File: src/rtl/spi_slave.sv
// rtl/spi_slave.sv - SPI peripheral endpoint, all four modes, oversampled in the clk domain
module spi_slave #(
    parameter int DATA_WIDTH  = 8,
    parameter int SYNC_STAGES = 2
) (
    input  logic                  clk,
    input  logic                  reset,
    input  logic                  SCLK,
    input  logic                  MOSI,
    input  logic                  SS,
    output logic                  MISO,
    input  logic                  cpol,
    input  logic                  cpha,
    input  logic [DATA_WIDTH-1:0] data_in,
    output logic [DATA_WIDTH-1:0] data_out,
    output logic                  rx_valid,
    output logic                  busy
);

    localparam int CNT_W = $clog2(DATA_WIDTH + 1);

    typedef enum logic {
        IDLE   = 1'b0,
        ACTIVE = 1'b1
    } state_t;

    logic [SYNC_STAGES-1:0] sclk_sync_q;
    logic [SYNC_STAGES-1:0] mosi_sync_q;
    logic [SYNC_STAGES-1:0] ss_sync_q;
    logic                   sclk_prev_q;
    logic                   ss_prev_q;
    logic                   lead_q;
    logic                   trail_q;
    logic                   ss_fall_q;

    logic sclk_s;
    logic mosi_s;
    logic ss_s;

    state_t                state_q,    state_d;
    logic                  cpol_q,     cpol_d;
    logic                  cpha_q,     cpha_d;
    logic [CNT_W-1:0]      bit_cnt_q,  bit_cnt_d;
    logic [DATA_WIDTH-1:0] rx_shift_q, rx_shift_d;
    logic [DATA_WIDTH-1:0] tx_shift_q, tx_shift_d;
    logic [DATA_WIDTH-1:0] data_out_q, data_out_d;
    logic                  miso_q,     miso_d;
    logic                  rx_valid_q, rx_valid_d;
    logic                  reload_q,   reload_d;

    logic                  sample_edge;
    logic                  shift_edge;
    logic [DATA_WIDTH-1:0] rx_next;

    assign sclk_s = sclk_sync_q[SYNC_STAGES-1];
    assign mosi_s = mosi_sync_q[SYNC_STAGES-1];
    assign ss_s   = ss_sync_q[SYNC_STAGES-1];

    // SS syncs reset low so a select already held low across reset never looks like a fresh fall.
    always_ff @(posedge clk or posedge reset) begin
        if (reset) begin
            sclk_sync_q <= '0;
            mosi_sync_q <= '0;
            ss_sync_q   <= '0;
            sclk_prev_q <= 1'b0;
            ss_prev_q   <= 1'b0;
            lead_q      <= 1'b0;
            trail_q     <= 1'b0;
            ss_fall_q   <= 1'b0;
        end else begin
            sclk_sync_q <= {sclk_sync_q[SYNC_STAGES-2:0], SCLK};
            mosi_sync_q <= {mosi_sync_q[SYNC_STAGES-2:0], MOSI};
            ss_sync_q   <= {ss_sync_q[SYNC_STAGES-2:0], SS};
            sclk_prev_q <= sclk_s;
            ss_prev_q   <= ss_s;
            lead_q      <= (sclk_prev_q == cpol_q) && (sclk_s != cpol_q);
            trail_q     <= (sclk_prev_q != cpol_q) && (sclk_s == cpol_q);
            ss_fall_q   <= ss_prev_q && !ss_s;
        end
    end

    assign sample_edge = cpha_q ? trail_q : lead_q;
    assign shift_edge  = cpha_q ? lead_q  : trail_q;
    assign rx_next     = {rx_shift_q[DATA_WIDTH-2:0], mosi_s};

    always_ff @(posedge clk or posedge reset) begin
        if (reset) begin
            state_q    <= IDLE;
            cpol_q     <= 1'b0;
            cpha_q     <= 1'b0;
            bit_cnt_q  <= '0;
            rx_shift_q <= '0;
            tx_shift_q <= '0;
            data_out_q <= '0;
            miso_q     <= 1'b0;
            rx_valid_q <= 1'b0;
            reload_q   <= 1'b0;
        end else begin
            state_q    <= state_d;
            cpol_q     <= cpol_d;
            cpha_q     <= cpha_d;
            bit_cnt_q  <= bit_cnt_d;
            rx_shift_q <= rx_shift_d;
            tx_shift_q <= tx_shift_d;
            data_out_q <= data_out_d;
            miso_q     <= miso_d;
            rx_valid_q <= rx_valid_d;
            reload_q   <= reload_d;
        end
    end

    always_comb begin
        state_d    = state_q;
        cpol_d     = cpol_q;
        cpha_d     = cpha_q;
        bit_cnt_d  = bit_cnt_q;
        rx_shift_d = rx_shift_q;
        tx_shift_d = tx_shift_q;
        data_out_d = data_out_q;
        miso_d     = miso_q;
        rx_valid_d = 1'b0;
        reload_d   = reload_q;

        case (state_q)
            IDLE: begin
                // A frame load wins over any SCLK edge seen in the same cycle.
                if (ss_fall_q) begin
                    state_d   = ACTIVE;
                    cpol_d    = cpol;
                    cpha_d    = cpha;
                    bit_cnt_d = '0;
                    reload_d  = 1'b0;
                    if (cpha) begin
                        tx_shift_d = data_in;
                        miso_d     = 1'b0;
                    end else begin
                        tx_shift_d = data_in << 1;
                        miso_d     = data_in[DATA_WIDTH-1];
                    end
                end
            end
            ACTIVE: begin
                if (ss_s) begin
                    state_d   = IDLE;
                    bit_cnt_d = '0;
                    miso_d    = 1'b0;
                    reload_d  = 1'b0;
                end else begin
                    if (sample_edge) begin
                        rx_shift_d = rx_next;
                        if (bit_cnt_q == CNT_W'(DATA_WIDTH - 1)) begin
                            data_out_d = rx_next;
                            rx_valid_d = 1'b1;
                            bit_cnt_d  = '0;
                            reload_d   = 1'b1;
                        end else begin
                            bit_cnt_d = bit_cnt_q + CNT_W'(1);
                        end
                    end
                    // The shift edge after a completion fetches the next transmit word.
                    if (shift_edge) begin
                        if (reload_q) begin
                            miso_d     = data_in[DATA_WIDTH-1];
                            tx_shift_d = data_in << 1;
                            reload_d   = 1'b0;
                        end else begin
                            miso_d     = tx_shift_q[DATA_WIDTH-1];
                            tx_shift_d = tx_shift_q << 1;
                        end
                    end
                end
            end
            default: state_d = IDLE;
        endcase
    end

    assign MISO     = miso_q;
    assign data_out = data_out_q;
    assign rx_valid = rx_valid_q;
    assign busy     = (state_q == ACTIVE);

endmodule

File: config.mk
export PLATFORM = sky130hd
export DESIGN_NAME = spi_slave
export DESIGN_NICKNAME = d
export VERILOG_FILES = /design/src/rtl/spi_slave.sv
export SDC_FILE = /design/constraint.sdc
export NUM_CORES = 1
export LEC_CHECK = 0
export ABC_AREA = 1
export CAP_MARGIN = 20
export CORE_MARGIN = 3
export CORE_UTILIZATION = 59
export CTS_CLUSTER_SIZE = 20
export DETAILED_ROUTE_END_ITERATION = 7
export GPL_ROUTABILITY_DRIVEN = 0
export PLACE_DENSITY = 0.84
export SLEW_MARGIN = 20
export SYNTH_ARGS = -nofsm -noshare
export SYNTH_HDL_FRONTEND = slang
export SYNTH_SLANG_ARGS = --single-unit
File: constraint.sdc
create_clock -name clk -period 2.9 [get_ports clk]
set_clock_uncertainty 0.05 [all_clocks]
set_input_delay 0.58 -clock clk [delete_from_list [all_inputs] [get_ports clk]]
set_output_delay 0.58 -clock clk [all_outputs]
set_load 0.05 [all_outputs]
Word-level counts from Yosys, hierarchy flattened
Index checks and enable logic that the tools add are counted.
{"block": "classes", "add_sub_neg": 1, "magnitude_cmp": 0, "multipliers": 0, "eq_ne": 10, "muxes": 33, "reduce_logical": 10, "n_shift": 0, "n_bitwise": 2, "div": 0}
{"operator": "8-bit 2-to-1 mux", "count": 5}
{"operator": "1-bit 2-to-1 mux", "count": 19}
{"operator": "4-bit 2-to-1 mux", "count": 4}
{"operator": "8-bit case mux with 2 select lines", "count": 1}
{"operator": "4-bit case mux with 2 select lines", "count": 1}
{"operator": "3-bit by 2-bit inequality test with 1-bit output (second input constant)", "count": 2}
{"operator": "1-bit case mux with 2 select lines", "count": 3}
{"operator": "2-bit AND reduction", "count": 3}
{"operator": "3-bit AND reduction", "count": 2}
{"operator": "4-bit by 1-bit adder with 4-bit output (second input constant)", "count": 1}
{"operator": "4-bit by 3-bit equality test with 1-bit output (second input constant)", "count": 1}
{"operator": "2-bit inequality test (second input constant)", "count": 2}
{"operator": "4-bit AND reduction", "count": 1}
{"operator": "1-bit logical AND", "count": 3}
{"operator": "1-bit equality test", "count": 2}
{"operator": "1-bit inequality test", "count": 2}
{"operator": "2-bit by 1-bit inequality test with 1-bit output (second input constant)", "count": 1}
{"operator": "1-bit NOT", "count": 2}
{"operator": "1-bit zero test", "count": 1}
{"block": "totals", "in_bits": 15, "elab_cells": 74, "mem_bits_rw": 0, "ff_bits": 44, "mem_count": 0, "latch_bits": 0, "romBits": 0}

Logic depth before layout (Yosys ltp)
Gate-level depths: netlist of run 1.
{"block": "depth", "ltp_word": 7, "mapped_depth": 7, "mapped_depth_nobuf": 7}

Worst setup path after synthesis of run 1
Ideal clock, no wire load.
{"block": "synth_path", "kind": "reg-to-reg", "start": "register state_q, in the netlist busy", "end": "register data_out_q[0], in the netlist data_out[0]", "arrival_time_ns": 1.426, "synth_period_minus_slack_ns": 1.595, "t_required_ns": 2.730, "setup_slack_ns": 1.305, "path_stages_with_launch": 7, "path_buffers": 1, "cell_sequence": "dfrtp_1 -> inv_2 -> nor2_8 -> nand3_4 -> buf_6 -> nand2_1 -> o21ai_2"}
{"block": "synth_via", "elab_chain_len": 1}
{"item": "from (decl)", "line": "40", "text": "state_t state_q, state_d;"}
{"item": "from (signal assigned)", "line": "99", "text": "state_q <= state_d;"}
{"item": "4-bit AND reduction (no line)"}
{"item": "to (signal assigned)", "line": "105", "text": "data_out_q <= data_out_d;"}
{"item": "to (decl)", "line": "46", "text": "logic [DATA_WIDTH-1:0] data_out_q, data_out_d;"}
No other way between the ends.
A chain may end at the register's enable or synchronous reset.

Final worst setup path of run 1
{"block": "layout_path", "start": "register state_q, in the netlist busy", "end": "output port busy"}
{"item": "to (decl)", "line": "17", "text": "output logic busy"}
No word-level cell between the ends.

==> metrics.md, run 1 <==
| Metric | Value |
|---|---|
| Post-route ant nets | `0` |
| Slew @ Worst Pin | `0.530 ns` |
| Clock sink count | `44` |
| Hold Path Class | `reg -> reg` |
| Cell area after layout | `2390 sq um` |
| Post-CTS Resized | `0` |
| Placed insts | `319` |
| Clock Pin Slew Worst Setup and Hold Paths | `0.12 ns` |
| Dpl ws | `0.807 ns` |
| Cell variety after synth | `24` |
| Pwr Density | `583 nW/um^2` |
| Unrepaired setup endpoints after global routing | `no` |
| Top Family by Delay on Critical Path | `buffers and inverters` |
| Net Count, Synth | `270` |
| Final WL | `3530 um` |
| GR peak layer | `met2` |
| Ports | `26` |
| Vias | `1,596` |
| EDFF count, synth | `0` |
| CTS Buf Count | `5` |
| GRT Total Usage | `0.196` |
| Highest Clock Rate | `0.402 GHz` |
| # diodes | `0` |
| Cell Count, Final, Fillers Out | `326` |
| Crit-path max cell delay | `0.89 ns` |
| Post-synthesis async set-or-reset flop share | `1.00` |
| CTS tree | `done` |
| Final-report hold violation count | `0` |
| Fin util | `0.746` |
| Initial antenna violation count | `0` |
| Worst EP required | `2.27 ns` |
| Layout cells sized above 1 | `0.0851` |
| Number of port buffers | `25` |
| P_leak | `1.24 nW` |
| Peak fanout along the critical path | `13` |
| Vias in the first global route | `1,505` |
| DRT Pass-1 Iters | `4` |
| Tcrit/Tclk final | `0.859` |
| 1st-iter DRT viols | `127` |
| Synthesized cell area | `2070 sq um` |
| Clock Latency Late Sink | `0.36 ns` |
| Post-route setup slack | `0.410 ns` |
| Status | `complete, no violations` |
| FP Rows | `20` |
| Core area | `3200 sq um` |
| Crit path cell chain | `clkdlybuf4s50_1` |
| Yosys Warn Count | `0` |
| Critical Path Slowest Stage Cell | `clkdlybuf4s50_1` |
| Setup Fix Bufs, Post-CTS | `0` |
| Post-placement cell area | `2340 sq um` |
| Grt ovf | `0` |
| Largest net degree at the start of global routing | `45` |
| Syn Inst Count | `254` |
| Met2 GRT Util | `0.310` |
| Bufs and invs on worst path | `1` |
| DRC errors left | `0` |
| Root buffer cell | `clkbuf_4` |
| Die X-Extent | `65.2 um` |
| Die area | `4250 sq um` |
| Routed len/inst | `10.8 um` |
| Vias per Instance | `4.90` |
| Final min period | `2.49 ns` |
| Initial core utilization | `0.645` |
| Startpoint types | `flip-flop` |
| Post-Route Setup TNS | `0 ns` |
| Sequential area share after synthesis | `0.533` |
| Type of the worst setup path | `reg -> out` |
| Die Y | `65.2 um` |
| Slew Viols, Final | `0` |
| Max IR drop VDD | `0.000406 V` |
| Post-CTS Hold Fix Bufs | `0` |
| Main synth FF type | `dfrtp_1` |
| H-tree Lvls | `2` |
| Crit. End Element | `output port` |
| Max-Cap Viols | `0` |
| # nets final | `298` |
| Avg Cell Area, Syn | `8.14 sq um` |
| Finish-stage setup viols | `0` |
| M1 GR Usage | `0.250` |
| Global-route wire length before repair | `6420 um` |
| Worst Path Arrival | `1.86 ns` |
| Hpwl dp | `2460 um` |
| Longest Clk Path Bufs | `2` |
| Slew headroom | `0.646` |
| Yosys reg bits | `44` |
| P&R area growth vs syn | `15.6%` |
| Met3 Use GR | `0.0667` |
==> cell type report <==
| type | instances | area, sq um |
|---|---|---|
| flip-flops and latches | 44 | 1100 |
| fillers | 266 | 813 |
| clock buffers | 5 | 37.5 |
| multi-input cells | 166 | 779 |
| repair buffers | 26 | 258 |
| clock inverters | 2 | 12.5 |
| well taps | 44 | 55.1 |
| inverters | 39 | 146 |
==> cells in the mapped netlist, drive strengths merged (2+ instances only) <==
master,count,area share
nor2,7,0.021
xnor2,2,0.0085
o21ai,25,0.075
inv,38,0.069
buf,5,0.019
nand2,110,0.20
nand3,15,0.042
dfrtp,44,0.53
==> state kept, by name, summed over array words and instances (netlist names), 2 cells and up <==
signal	cells
tx_shift_q	8
mosi_sync_q	2
ss_sync_q	2
sclk_sync_q	2
bit_cnt_q	4
data_out	8
rx_shift_q	7
==> routing by layer <==
layer / wire (um) / vias to the layer above
met5: 0 / -
met1: 1630 / 726
li1: - / 832
met4: 38 / 0
met3: 192 / 4
met2: 1670 / 34
==> metrics by stage <==
step / power (W) / hold slack (ns)
floorplan: 0.00104 / 0.281
global placement: 0.00112 / 0.284
detailed placement: 0.00113 / 0.286
CTS: 0.00141 / 0.317
global route: 0.00150 / 0.320
finish: 0.00139 / 0.314
==> logic make-up after synthesis <==
kind of cell / synth area share
xor gates and xnor gates: 0.0127
DFF: 0.533
adders and majority gates: 0.00605
and+or+nand+nor: 0.275
AOI/OAI and AO/OA: 0.0775
buffers and inverters: 0.0902
muxes: 0.00545
==> layout by cell type, fill, tap and decap left out <==
cell / synthesis / layout
clkinvlp_4: 0 / 1
o21ai_0: 10 / 10
nand3_4: 1 / 1
xor2_1: 1 / 1
nor2_8: 1 / 1
nand2_2: 3 / 3
nand2_1: 107 / 107
xnor2_1: 2 / 2
o21ai_1: 7 / 7
inv_2: 2 / 2
nand4_1: 1 / 1
nor3_1: 1 / 1
clkdlybuf4s50_1: 0 / 25
o21ai_2: 8 / 8
buf_4: 1 / 1
clkbuf_4: 0 / 5
ha_1: 1 / 1
inv_1: 36 / 35
nand3b_1: 1 / 1
nand3_1: 14 / 14
clkinv_2: 0 / 1
mux2_2: 1 / 1
a21oi_1: 1 / 1
dfrtp_1: 44 / 44
nor2_1: 6 / 6
clkinv_1: 1 / 2
==> path summary, 6_finish.rpt <==
check,slack (ns),start,cells past startpoint,to
max,0.41,busy,1,busy
min,0.31,ss_sync_q[0],0,ss_sync_q[1]
max reg2reg,1.25,busy,5,data_out[5]
min reg2reg,0.31,ss_sync_q[0],0,ss_sync_q[1]
max in group asynchronous,1.84,reset,3,data_out[6]
min in group asynchronous,0.60,reset,3,bit_cnt_q[3]
==> report_power, final <==
part           total [W]  leakage [nW]  internal (W)  switching, W
clock network   0.000275        0.0271     0.0000884      0.000187
registers       0.000781         0.570      0.000717     0.0000642
logic           0.000337         0.646      0.000129      0.000208
total            0.00139          1.24      0.000934      0.000459
(Power assumes the default switching activity.)
==> inputs of run 2 (changes only) <==
--- a/config.mk
+++ b/config.mk
@@ -8,11 +8,10 @@
 export ABC_AREA = 1
 export CAP_MARGIN = 20
 export CORE_MARGIN = 3
-export CORE_UTILIZATION = 59
+export CORE_UTILIZATION = 30
 export CTS_CLUSTER_SIZE = 20
 export DETAILED_ROUTE_END_ITERATION = 7
 export GPL_ROUTABILITY_DRIVEN = 0
-export PLACE_DENSITY = 0.84
 export SLEW_MARGIN = 20
 export SYNTH_ARGS = -nofsm -noshare
 export SYNTH_HDL_FRONTEND = slang
==> constraint.sdc (replaced) <==
create_clock -name clk -period 2.75 [get_ports clk]
set_clock_uncertainty 0.05 [all_clocks]
set_input_delay 0.55 -clock clk [delete_from_list [all_inputs] [get_ports clk]]
set_output_delay 0.55 -clock clk [all_outputs]
set_load 0.05 [all_outputs]
==> run 2 against run 1 <==
Compared with the run above:
- die area rose by 86%
- via count fell by 2.6%
- non-clock buffer count did not move
- worst hold slack got worse by 0.011 ns
- design area rose by 3.6%
- cell count rose by 10%
- worst setup slack got worse by 0.071 ns
- global-route usage fell by 8.4 points
- largest cell class unchanged
==> metrics.md, run 2 (synthesized netlist as in run 1, its figures left out) <==
| Metric | Value |
|---|---|
| Dpl ws | `0.647 ns (-0.160 ns)` |
| Layout cells sized above 1 | `0.0848 (-0.000301)` |
| Final-report hold violation count | `0 (unchanged)` |
| Tcrit/Tclk final | `0.877` |
| Initial core utilization | `0.318 (-0.327)` |
| Number of port buffers | `25 (unchanged)` |
| Die Y | `89.0 um (+37%)` |
| CTS Buf Count | `5 (unchanged)` |
| Register Area | `1100 sq um (unchanged)` |
| Unrepaired setup endpoints after global routing | `no` |
| Worst hold slack | `0.303 ns (-0.0112 ns)` |
| Crit-path max cell delay | `0.89 ns (about the same)` |
| # nets final | `298 (unchanged)` |
| Ports | `26 (unchanged)` |
| Startpoint types | `flip-flop` |
| Clock Latency Late Sink | `0.29 ns (-0.07 ns)` |
| # fillers | `676 (+150%)` |
| # diodes | `0 (unchanged)` |
| Setup Fix Bufs, Post-CTS | `0 (unchanged)` |
| CTS tree | `done` |
| Routed len/inst | `10.6 um (-2.2%)` |
| Critical Path Slowest Stage Cell | `clkdlybuf4s50_1` |
| Longest Clk Path Bufs | `2 (unchanged)` |
| Post-CTS Resized | `0 (unchanged)` |
| Post-route setup slack | `0.339 ns (-0.0711 ns)` |
| Crit path cell chain | `clkdlybuf4s50_1` |
| Global-route wire length before repair | `6960 um (+8.4%)` |
| P&R area growth vs syn | `19.7%` |
| DRT Pass-1 Iters | `4 (unchanged)` |
| GRT Total Usage | `0.112 (-0.0844)` |
| Top sig layer | `met4` |
| Post-Route Setup TNS | `0 ns (unchanged)` |
| Clock sink count | `44 (unchanged)` |
| Die area | `7920 sq um (+86%)` |
| Status | `complete, no violations` |
| Max IR drop VDD | `0.000241 V (-41%)` |
| Most frequent cells in the layout | `nand2_1 (107), dfrtp_1 (44), inv_1 (35)` |
| Worst EP required | `2.15 ns (-0.12 ns)` |
| Met2 wire len | `1710 um (+2.5%)` |
| Peak fanout along the critical path | `13 (unchanged)` |
| Max-Cap Viols | `0 (unchanged)` |
| Vias in the first global route | `1,592 (+5.8%)` |
| Bufs and invs on worst path | `1 (unchanged)` |
| Grt ovf | `0 (unchanged)` |
| Commonest non-fill, non-tap cell in the layout | `nand2_1` |
| Largest net degree at the start of global routing | `45 (unchanged)` |
| FP Rows | `29 (+45%)` |
| Finish-stage setup viols | `0 (unchanged)` |
| Total power | `0.00160 W (+14%)` |
| Core area | `6490 sq um (+100%)` |
| Hold Path Class | `reg -> reg` |
| Slew @ Worst Pin | `0.558 ns (+0.0274 ns)` |
| Initial antenna violation count | `0 (unchanged)` |
| Post-CTS Hold Fix Bufs | `0 (unchanged)` |
| Type of the worst setup path | `reg -> out` |
| Die X-Extent | `89.0 um (+37%)` |
| Root buffer cell | `clkbuf_8` |
| Hpwl dp | `2660 um (+7.9%)` |
| Post-route ant nets | `0 (unchanged)` |
| Clock Pin Slew Worst Setup and Hold Paths | `0.08 ns (-0.04 ns)` |
| Vias per Instance | `4.32 (-12%)` |
| Slew headroom | `0.628 (-0.0183)` |
| Final min period | `2.41 ns` |
| DR WL met3 | `208 um (+8.3%)` |
| Pwr Density | `645 nW/um^2 (+11%)` |
| P_leak | `1.26 nW (+1.4%)` |
| Multi-input gate area | `779 sq um (unchanged)` |
| H-tree Lvls | `2 (unchanged)` |
| Vias | `1,554 (-2.6%)` |
| Highest Clock Rate | `0.415 GHz` |
| DRC errors left | `0 (unchanged)` |
| Worst Path Arrival | `1.81 ns (-0.05 ns)` |
| Met1 WL | `1850 um (+13%)` |
| Top Family by Delay on Critical Path | `buffers and inverters` |
| 1st-iter DRT viols | `63 (-50%)` |
| Crit. End Element | `output port` |
| Slew Viols, Final | `0 (unchanged)` |
| Final WL | `3810 um (+8.0%)` |
[run 2: cell count changes in the layout (fill, tap and decap cells not counted)]
cell | before | now
clkbuf_8 | 0 | 6
clkinv_2 | 1 | 0
clkbuf_4 | 5 | 0
clkbuf_1 | 0 | 1
[run 2: area by class of cell]
type                       count  share of cell area
sequential                    44               0.445
multi-input combinational    166               0.315
timing repair buffer          26               0.104
inverter                      39              0.0592
tap                           77              0.0389
clock buffer                   7              0.0349
clock inverter                 1             0.00303
[run 2: path summary, 6_finish.rpt]
check,startpoint,endpoint,slack [ns],depth (start not counted)
max,busy,busy,0.34,1
min,ss_sync_q[0],ss_sync_q[1],0.30,0
max reg2reg,busy,data_out[7],1.08,6
min reg2reg,ss_sync_q[0],ss_sync_q[1],0.30,0
max in group asynchronous,reset,tx_shift_q[2],1.62,3
min in group asynchronous,reset,data_out[5],0.65,3
[run 2: metal layers]
metal,up-vias,GRT usage
li1,827,-
met1,697,0.140
met2,25,0.186
met3,5,0.0396
met4,0,0.0284
met5,-,0
[run 2: where the power goes]
group | switching [W] | leakage [nW] | internal (W)
Clock | 0.000214 | 0.0445 | 0.000204
Sequential | 0.0000691 | 0.570 | 0.000756
Combinational | 0.000216 | 0.646 | 0.000136
[run 2: stage by stage]
| step | area (sq um) | cells | util |
|---|---|---|---|
| after floorplan | 2070 | 254 | - |
| after global placement | 2380 | 352 | 0.367 |
| after detailed placement | 2380 | 352 | 0.367 |
| after CTS | 2470 | 360 | 0.381 |
| after global routing | 2470 | 360 | 0.381 |
| final | 2470 | 360 | 0.381 |
==> inputs of run 3 (changes only) <==
--- a/config.mk
+++ b/config.mk
@@ -12,6 +12,8 @@
 export CTS_CLUSTER_SIZE = 20
 export DETAILED_ROUTE_END_ITERATION = 7
 export GPL_ROUTABILITY_DRIVEN = 0
+export PLACE_DENSITY = 0.49
+export RECOVER_POWER = 50
 export SLEW_MARGIN = 20
 export SYNTH_ARGS = -nofsm -noshare
 export SYNTH_HDL_FRONTEND = slang
==> run 3 against run 2 <==
Compared with the run above:
- flip-flop and latch count unchanged
- clock power down 4%
- worst hold slack better by 0.0019 ns
- critical endpoint unchanged
- largest cell class unchanged
==> metrics.md, run 3 (synthesized netlist as in run 1, its figures left out) <==
| Metric | Value |
|---|---|
| Layout cells sized above 1 | `0.0813 (-0.00353)` |
| Core area | `6490 sq um (unchanged)` |
| Post-CTS Resized | `0 (unchanged)` |
| Critical path depth in cells | `1 (unchanged)` |
| Vias per Instance | `4.34 (+0.45%)` |
| FP Rows | `29 (unchanged)` |
| P_leak | `1.26 nW (+0.17%)` |
| Clock sink count | `44 (unchanged)` |
| Slew Viols, Final | `0 (unchanged)` |
| Finish-stage setup viols | `0 (unchanged)` |
| Setup Fix Bufs, Post-CTS | `0 (unchanged)` |
| Worst Path Arrival | `1.82 ns (about the same)` |
| Tcrit/Tclk final | `0.878 (+0.00153)` |
| Met1 WL | `1930 um (+4.3%)` |
| Reg2reg path depth | `6 (unchanged)` |
| Startpoint types | `flip-flop` |
| Crit-path max cell delay | `0.89 ns (about the same)` |
| 1st-iter DRT viols | `63 (unchanged)` |
| Commonest non-fill, non-tap cell in the layout | `nand2_1` |
| Vias | `1,561 (+0.45%)` |
| Slew @ Worst Pin | `0.753 ns (+0.195 ns)` |
| Top sig layer | `met4` |
| Largest net degree at the start of global routing | `26 (-42%)` |
| Final WL | `3830 um (+0.42%)` |
| Post-CTS Hold Fix Bufs | `0 (unchanged)` |
| Clock Pin Slew Worst Setup and Hold Paths | `0.08 ns (about the same)` |
| Routed len/inst | `10.6 um (+0.42%)` |
| Max-Cap Viols | `0 (unchanged)` |
| Number of port buffers | `25 (unchanged)` |
| CTS tree | `done` |
| Peak fanout along the critical path | `13 (unchanged)` |
| P&R area growth vs syn | `19.2%` |
| Status | `complete, no violations` |
| CTS Buf Count | `5 (unchanged)` |
| Worst hold slack | `0.305 ns (+0.00185 ns)` |
| Ports | `26 (unchanged)` |
| Most frequent cells in the layout | `nand2_1 (107), dfrtp_1 (44), inv_1 (36)` |
| Longest Clk Path Bufs | `2 (unchanged)` |
| Initial core utilization | `0.318 (unchanged)` |
| Grt ovf | `0 (unchanged)` |
| Top Family by Delay on Critical Path | `buffers and inverters` |
| Critical Path Slowest Stage Cell | `clkdlybuf4s50_1` |
| Max IR drop VDD | `0.000198 V (-18%)` |
| Post-Route Setup TNS | `0 ns (unchanged)` |
| DRT Pass-1 Iters | `4 (unchanged)` |
| Hold depth | `0 (unchanged)` |
| Crit path cell chain | `clkdlybuf4s50_1` |
| Hold Path Class | `reg -> reg` |
| Slew headroom | `0.497 (-0.131)` |
| Dpl ws | `0.649 ns (+0.00200 ns)` |
| Initial antenna violation count | `0 (unchanged)` |
| Die X-Extent | `89.0 um (unchanged)` |
| Crit. End Element | `output port` |
| Global-route wire length before repair | `6960 um (unchanged)` |
| # nets final | `298 (unchanged)` |
| Highest Clock Rate | `0.414 GHz (-0.17%)` |
| GRT Total Usage | `0.113 (+0.00141)` |
| Type of the worst setup path | `reg -> out` |
| Met2 wire len | `1700 um (-0.99%)` |
| Bufs and invs on worst path | `1 (unchanged)` |
| Final-report hold violation count | `0 (unchanged)` |
| Hpwl dp | `2700 um (+1.5%)` |
| Post-route setup slack | `0.335 ns (-0.00422 ns)` |
| Clock Latency Late Sink | `0.29 ns (about the same)` |
| Pwr Density | `639 nW/um^2 (-0.84%)` |
| Die area | `7920 sq um (unchanged)` |
| Root buffer cell | `clkbuf_8` |
| Worst EP required | `2.15 ns (about the same)` |
| Final min period | `2.42 ns (+0.00422 ns)` |
| DRC errors left | `0 (unchanged)` |
| DR WL met3 | `143 um (-31%)` |
| Unrepaired setup endpoints after global routing | `no` |
| Vias in the first global route | `1,533 (-3.7%)` |
| H-tree Lvls | `2 (unchanged)` |
| Post-route ant nets | `0 (unchanged)` |
| # diodes | `0 (unchanged)` |
| Die Y | `89.0 um (unchanged)` |
## run 3: routing by layer
metal  track usage  up-vias
met4        0.0406        0
met2         0.179       20
li1              -      827
met3        0.0304        5
met1         0.151      709
met5             0        -
## run 3: power breakdown
part           switching [W]  total [W]  internal [W]  leakage, nW
logic               0.000215   0.000349      0.000135        0.650
clock network       0.000221   0.000403      0.000182       0.0424
registers          0.0000666   0.000823      0.000756        0.570
## run 3: through the flow
stage,cell area (sq um),utilization,power [W],std cells
floorplan,2070,-,0.00110,254
global placement,2390,0.369,0.00119,352
detailed placement,2390,0.369,0.00120,352
CTS,2480,0.382,0.00161,360
global route,2460,0.379,0.00171,360
finish,2460,0.379,0.00157,360
## run 3: worst paths after layout
kind	endpoint	slack, ns	start
max in group asynchronous	ss_fall_q	0.77	reset
hold reg to reg	mosi_sync_q[1]	0.30	mosi_sync_q[0]
min in group asynchronous	data_out[6]	0.77	reset
setup reg to reg	reload_q	1.09	busy
setup / recovery	busy	0.33	busy
hold / removal	mosi_sync_q[1]	0.30	mosi_sync_q[0]
## run 3: area by class of cell
type | count | area (sq um)
sequential | 44 | 1100
clock inverter | 1 | 8.76
tap | 77 | 96.3
inverter | 39 | 146
fill | 687 | 4030
clock buffer | 7 | 76.3
multi-input combinational | 166 | 779
timing repair buffer | 26 | 255
